`src/rtl/seg_scan_decoder.sv`:
```
// Receive side of a multiplexed 7-segment display bus. This block samples the
// AN/SEG lines, waits for each digit to settle, and decodes its glyph back to a
// nibble. Once digits 0..7 have all been collected, it publishes the 32-bit word.
module seg_scan_decoder #(
    parameter int unsigned STABLE_CYCLES = 4,
    parameter int unsigned TIMEOUT       = 65536
) (
    input  logic        clk,
    input  logic        rst,
    input  logic [7:0]  AN,
    input  logic [7:0]  SEG,
    output logic [31:0] value,
    output logic        value_valid,
    output logic        glyph_err,
    output logic        timeout_err
);

    localparam int unsigned StabW = $clog2(STABLE_CYCLES + 1);
    localparam int unsigned ToW   = $clog2(TIMEOUT + 1);

    typedef enum logic [1:0] {StWaitSync, StCollect, StPublish} state_e;

    state_e            state_q, state_d;
    logic [7:0]        an_q, seg_q, an_p, seg_p;
    logic [StabW-1:0]  stab_cnt_q, stab_cnt_d;
    logic [ToW-1:0]    to_cnt_q, to_cnt_d;
    logic [7:0]        mask_q, mask_d;
    logic [31:0]       buf_q, buf_d;
    logic [31:0]       value_q;
    logic              value_valid_q, glyph_err_q, timeout_err_q;

    logic              same, settled;
    logic [3:0]        zcnt;
    logic [2:0]        didx;
    logic [3:0]        nib;
    logic              gvalid;
    logic              dig_ok, err_ev, to_ev, publish;

    // Input stage plus a delayed copy for the stability compare; idle is all-blank.
    always_ff @(posedge clk) begin
        if (rst) begin
            an_q  <= 8'hFF;
            seg_q <= 8'hFF;
            an_p  <= 8'hFF;
            seg_p <= 8'hFF;
        end else begin
            an_q  <= AN;
            seg_q <= SEG;
            an_p  <= an_q;
            seg_p <= seg_q;
        end
    end

    // Stability counter saturates one past the settle point so each pattern fires once.
    always_comb begin
        same       = ({an_q, seg_q} == {an_p, seg_p});
        stab_cnt_d = stab_cnt_q;
        if (!same) begin
            stab_cnt_d = '0;
        end else if (stab_cnt_q != StabW'(STABLE_CYCLES)) begin
            stab_cnt_d = stab_cnt_q + 1'b1;
        end
        settled = same && (stab_cnt_q == StabW'(STABLE_CYCLES - 1));
    end

    // Classify AN (blank / single digit / multiple) and decode the active-low glyph.
    always_comb begin
        zcnt = '0;
        didx = '0;
        for (int i = 0; i < 8; i++) begin
            if (!an_q[i]) begin
                zcnt = zcnt + 4'd1;
                didx = 3'(i);
            end
        end
        gvalid = 1'b1;
        case (seg_q[6:0])
            7'h40:   nib = 4'h0;
            7'h79:   nib = 4'h1;
            7'h24:   nib = 4'h2;
            7'h30:   nib = 4'h3;
            7'h19:   nib = 4'h4;
            7'h12:   nib = 4'h5;
            7'h02:   nib = 4'h6;
            7'h78:   nib = 4'h7;
            7'h00:   nib = 4'h8;
            7'h10:   nib = 4'h9;
            7'h08:   nib = 4'hA;
            7'h03:   nib = 4'hB;
            7'h46:   nib = 4'hC;
            7'h21:   nib = 4'hD;
            7'h06:   nib = 4'hE;
            7'h0E:   nib = 4'hF;
            default: begin
                nib    = 4'h0;
                gvalid = 1'b0;
            end
        endcase
        dig_ok = settled && (zcnt == 4'd1) && gvalid;
        err_ev = settled && ((zcnt > 4'd1) || ((zcnt == 4'd1) && !gvalid));
    end

    // Frame assembly FSM: sync on digit 0, collect all eight, publish for one cycle.
    always_comb begin
        state_d  = state_q;
        mask_d   = mask_q;
        buf_d    = buf_q;
        to_cnt_d = '0;
        to_ev    = 1'b0;
        publish  = 1'b0;
        case (state_q)
            StWaitSync: begin
                if (dig_ok && (didx == 3'd0)) begin
                    buf_d[3:0] = nib;
                    mask_d     = 8'h01;
                    state_d    = StCollect;
                end
            end
            StCollect: begin
                to_ev    = (to_cnt_q == ToW'(TIMEOUT - 1));
                to_cnt_d = to_ev ? to_cnt_q : to_cnt_q + 1'b1;
                // Errors and timeout take priority over a completing digit.
                if (err_ev || to_ev) begin
                    mask_d   = '0;
                    to_cnt_d = '0;
                    state_d  = StWaitSync;
                end else if (dig_ok) begin
                    buf_d[{didx, 2'b00} +: 4] = nib;
                    mask_d   = mask_q | (8'h01 << didx);
                    to_cnt_d = '0;
                    if (mask_d == 8'hFF) begin
                        state_d = StPublish;
                    end
                end
            end
            StPublish: begin
                publish = 1'b1;
                mask_d  = '0;
                state_d = StWaitSync;
            end
            default: begin
                mask_d  = '0;
                state_d = StWaitSync;
            end
        endcase
    end

    // State, frame buffer and registered outputs.
    always_ff @(posedge clk) begin
        if (rst) begin
            state_q       <= StWaitSync;
            stab_cnt_q    <= '0;
            to_cnt_q      <= '0;
            mask_q        <= '0;
            buf_q         <= '0;
            value_q       <= '0;
            value_valid_q <= 1'b0;
            glyph_err_q   <= 1'b0;
            timeout_err_q <= 1'b0;
        end else begin
            state_q       <= state_d;
            stab_cnt_q    <= stab_cnt_d;
            to_cnt_q      <= to_cnt_d;
            mask_q        <= mask_d;
            buf_q         <= buf_d;
            if (publish) begin
                value_q <= buf_q;
            end
            value_valid_q <= publish;
            glyph_err_q   <= err_ev;
            timeout_err_q <= to_ev;
        end
    end

    assign value       = value_q;
    assign value_valid = value_valid_q;
    assign glyph_err   = glyph_err_q;
    assign timeout_err = timeout_err_q;

endmodule

```
`config.mk`:
```
export PLATFORM = sky130hd
export DESIGN_NAME = seg_scan_decoder
export DESIGN_NICKNAME = d
export VERILOG_FILES = /design/src/rtl/seg_scan_decoder.sv
export SDC_FILE = /design/constraint.sdc
export NUM_CORES = 1
export LEC_CHECK = 0
export CORE_AREA = 2 2 148 114
export DETAILED_ROUTE_END_ITERATION = 10
export DIE_AREA = 0 0 150 116
export PLACE_DENSITY = 0.65
export SLEW_MARGIN = 10
export SYNTH_ARGS = -nofsm -noshare
export SYNTH_HDL_FRONTEND = slang
export SYNTH_SLANG_ARGS = --single-unit
```
`constraint.sdc`:
```
create_clock -name clk -period 7.4 [get_ports clk]
set_input_delay 2.22 -clock clk [delete_from_list [all_inputs] [get_ports clk]]
set_output_delay 2.22 -clock clk [all_outputs]
set_load 0.1 [all_outputs]
```
==> out/qor.csv <==
stage,metric,value,unit
run_status,status,"complete, no violations",
timing,hold_viol_final,0,
run,maxCapViolCount,0,
floorplanning,die_y,116,um
synth,synth-main-ff-cell,dfxtp_1,
power,switchingPower,431,uW
power,power_density,230,nW/um^2
synth,synth_cell_types,66,
finish,nets,781,
synth,synth-seq-cells,129,
setup_path,cp.arrival,5.59,ns
timing,finClkSkew,0.0107,ns
global_route,grt.met3_usage,0.0437,
power,power.share.clock,0.487,
synth,synth_simple_gate_area_frac,0.252,
finish,drive_above_1_share,0.116,
synth,async_flop_share,0,
global_route,gr-usage-met1,0.227,
cts,cts_setup_buffers,0,
placement,dp_hpwl,8.79,mm
global_route,busiest_layer,met2,
routing,vias,4818,
cts,cts_buffers,17,
finish,n_fill_cell,1553,
cts,cts.sinks,129,
setup_path,path_class,reg2reg,
timing,hold_ws,0.453,ns
cts,cts_resized,0,
routing,wl_per_cell,13.2,um
timing,min_period,5.30,ns
setup_path,end_kind,register,
synth,netlist_instances,714,
synth,synth-edff-count,0,
finish,antenna_cells,0,
global_route,grt_usage,0.161,
power,seq_power_share,0.421,
timing,tightest_slew,1.08,ns
synth,synth.avg_cell_area,8.75,um^2
synth,synth_top_cells_by_area,"dfxtp_1, nand2_1, a21oi_1, xnor2_1, ha_1",
finish,final_util,0.471,
routing,drc,0,
cts,clkLatencyLatePin,0.42,ns
synth,synthAdderAreaFrac,0.0401,
timing,finalSetupViolations,0,
synth,synth_top_area_frac,0.413,
power,vdd_drop_max,136,uV
power,swShare,0.252,
placement,port_buffers,52,
floorplanning,ioPinCount,53,
setup_path,max_stage_delay,0.54,ns
finish,regArea,2580,um^2
global_route,overflow,0,
placement,globalplace.congestion,0.809,
global_route,use_met2,0.240,
synth,ys_warn_count,0,
global_route,grt_pass1_wl,22.5,mm
global_route,grt_max_degree,62,
floorplanning,core,15800,um^2
floorplanning,start_util,0.395,
synth,synth-xor-area-share,0.0815,
synth,seq_area_frac_synth,0.413,
worst_hold_path,min_to,value[11],
finish,final_cells,966,
floorplanning,rows,40,
routing,drt_first_pass_iters,4,
setup_path,rr_worst_depth,18,
power,p_leak,0.00257,uW
synth,synth_top_family_by_area,simple AND/OR/NAND/NOR gates,
setup_path,reg2reg_slack,2.10,ns
routing,final_antenna_net_count,0,
floorplanning,die-area,17400,um^2
routing,drt-initial-drc-count,321,
timing,period_share,0.716,
global_route,first_global_vias,4592,
cts,ctsHtreeMaxLevel,4,
routing,vias_per_cell,4.99,
cts,clockBufferDepth,2,
routing,wirelength,12.8,mm
setup_path,path_max_fanout,17,
setup_path,r2r_start,an_q[0],
setup_path,cp_data_required_time,7.69,ns
cts,cts_tree,done,
finish,area_growth,19.1,%
timing,report.final.slew_viol_count,0,
setup_path,reg2reg_to,to_cnt_q[5],
power,p_comb_frac,0.093,
cts,cts_hold_buf,0,
placement,dp.cells,934,
power,intPower,1280,uW
timing,fin_tns_setup,0,ns
synth,synth_top_area_cell,dfxtp_1,
worst_hold_path,holdPathStages,2,
synth,synth_nets,752,
timing,clock.fmax,189,MHz
setup_path,cpMaxStageDelayCell,xor3_2,
timing,maxSlewHeadroom,0.275,
global_route,grt_antenna_before_repair,0,
synth,syn_area,6250,um^2
synth,muxShareOfSynthArea,0.0354,
synth,synth_compound_area_frac,0.127,
cts,cts_root_buf,clkbuf_16,
timing,rsz0062_at_grt,no,
worst_hold_path,hp-class,reg2reg,
finish,multi_input_area,3360,um^2
floorplanning,die_width,150,um
worst_hold_path,hp-start,buf_q[11],
cts,clk_pin_slew,0.06,ns
setup_path,cp_cell_sequence,"inv_1, ha_1, xnor2_1, ha_1, nand2_1, and3b_1, a21oi_1, xnor2_1, mux2i_1, ha_1, nor2b_1, xnor2_1, xnor3_1, a211oi_2, xor3_2, nor3_4, nand3b_2, nor2_1",
setup_path,worstSetupStartpointType,register,
-- per-layer routing --
layer,up-vias,wire (um)
met5,-,0
met4,0,131
met3,12,467
met2,89,5590
met1,2214,6600
li1,2503,-
-- synth_stat cells (3+ instances only) --
cell / instances
nor2b_1: 11
nor2_1: 61
o211ai_1: 5
a21oi_1: 54
nor3_1: 11
a211oi_1: 11
o22ai_1: 4
nand4_1: 11
a31oi_1: 12
and3b_1: 3
dfxtp_1: 129
or3_1: 4
inv_1: 25
nand3b_1: 6
xnor2_1: 30
nand2b_1: 9
nand2_1: 100
buf_2: 3
nand3_1: 16
clkbuf_1: 35
xor2_1: 17
o21ai_0: 16
nor3b_1: 4
or2_2: 30
mux2i_1: 21
nor4_1: 6
buf_4: 3
ha_1: 20
a32oi_1: 3
and3_1: 5
nor4_4: 6
-- worst max path at each step --
stage	end	slack, ns	startpoint	cells past startpoint
3_3_place_gp	to_cnt_q[4]	2.29	an_q[1]	18
3_5_place_dp	to_cnt_q[8]	2.13	an_q[0]	18
2_1_floorplan	buf_q[0]	2.86	an_q[0]	20
5_1_grt	to_cnt_q[5]	1.68	an_q[1]	18
6_report	to_cnt_q[5]	2.10	an_q[0]	18
4_1_cts	to_cnt_q[5]	2.09	an_q[0]	18
-- layout by cell type, fill, tap and decap left out, drive strengths merged, types with 6 or more instances in the layout --
master | Yosys | final
dfxtp | 129 | 129
nand2 | 100 | 100
nor2 | 61 | 61
a21oi | 54 | 54
clkdlybuf4s50 | 0 | 51
xnor2 | 30 | 30
or2 | 30 | 30
inv | 25 | 29
mux2i | 21 | 21
ha | 20 | 20
clkbuf | 36 | 19
xor2 | 17 | 17
o21ai | 16 | 16
nand3 | 16 | 16
a31oi | 12 | 12
nor3 | 12 | 12
a211oi | 12 | 12
nor4 | 12 | 12
nand4 | 11 | 11
nor2b | 11 | 11
nand2b | 9 | 9
nand3b | 7 | 7
clkinv | 1 | 6
-- critical path: cells and delay by family, from the launching register on --
family | cells | cell delay (ns)
buf+inv | 1 | 0.10
fa+ha+maj | 3 | 0.89
simple gates | 6 | 1.47
compound gates | 2 | 0.34
xor+xnor | 5 | 1.86
mux | 1 | 0.11
flops | 1 | 0.39
-- registers in the layout, summed over array words and instances, names as in the netlist --
name         count
an_p             8
state_q          2
value           32
an_q             8
seg_p            8
buf_q           32
seg_q            8
stab_cnt_q       3
timeout_err      1
value_valid      1
mask_q           8
to_cnt_q        17
glyph_err        1
-- power by group through the flow --
stage | clock network (uW) | registers, uW | logic [uW]
floorplan | 0 | 722 | 138
global placement | 0 | 735 | 158
detailed placement | 0 | 735 | 158
CTS | 852 | 720 | 159
global route | 889 | 721 | 179
finish | 832 | 720 | 159
-- area by class of cell --
type / instances / area share
clock buffers: 19 / 0.0595
clock inverters: 13 / 0.0205
inverters: 26 / 0.0131
multi-input cells: 513 / 0.451
flip-flops and latches: 129 / 0.347
well taps: 210 / 0.0353
repair buffers: 56 / 0.0733
-- logic make-up after synthesis --
logic type               count (synthesis)
flip-flops                             129
buffers and inverters                   72
AO/OA/AOI/OAI                          123
AND/OR/NAND/NOR                        297
XOR/XNOR                                51
multiplexers                            22
adder cells (fa/ha/maj)                 20
-- stage by stage --
step / power (uW) / worst slack, ns / cell area (um^2)
CTS: 1730 / 2.09 / 7440
finish: 1710 / 2.10 / 7440
global route: 1790 / 1.68 / 7440
detailed placement: 893 / 2.13 / 6850
floorplan: 860 / 2.86 / 6250
global placement: 892 / 2.29 / 6850
Note: power is estimated with default switching activity, not from simulation.
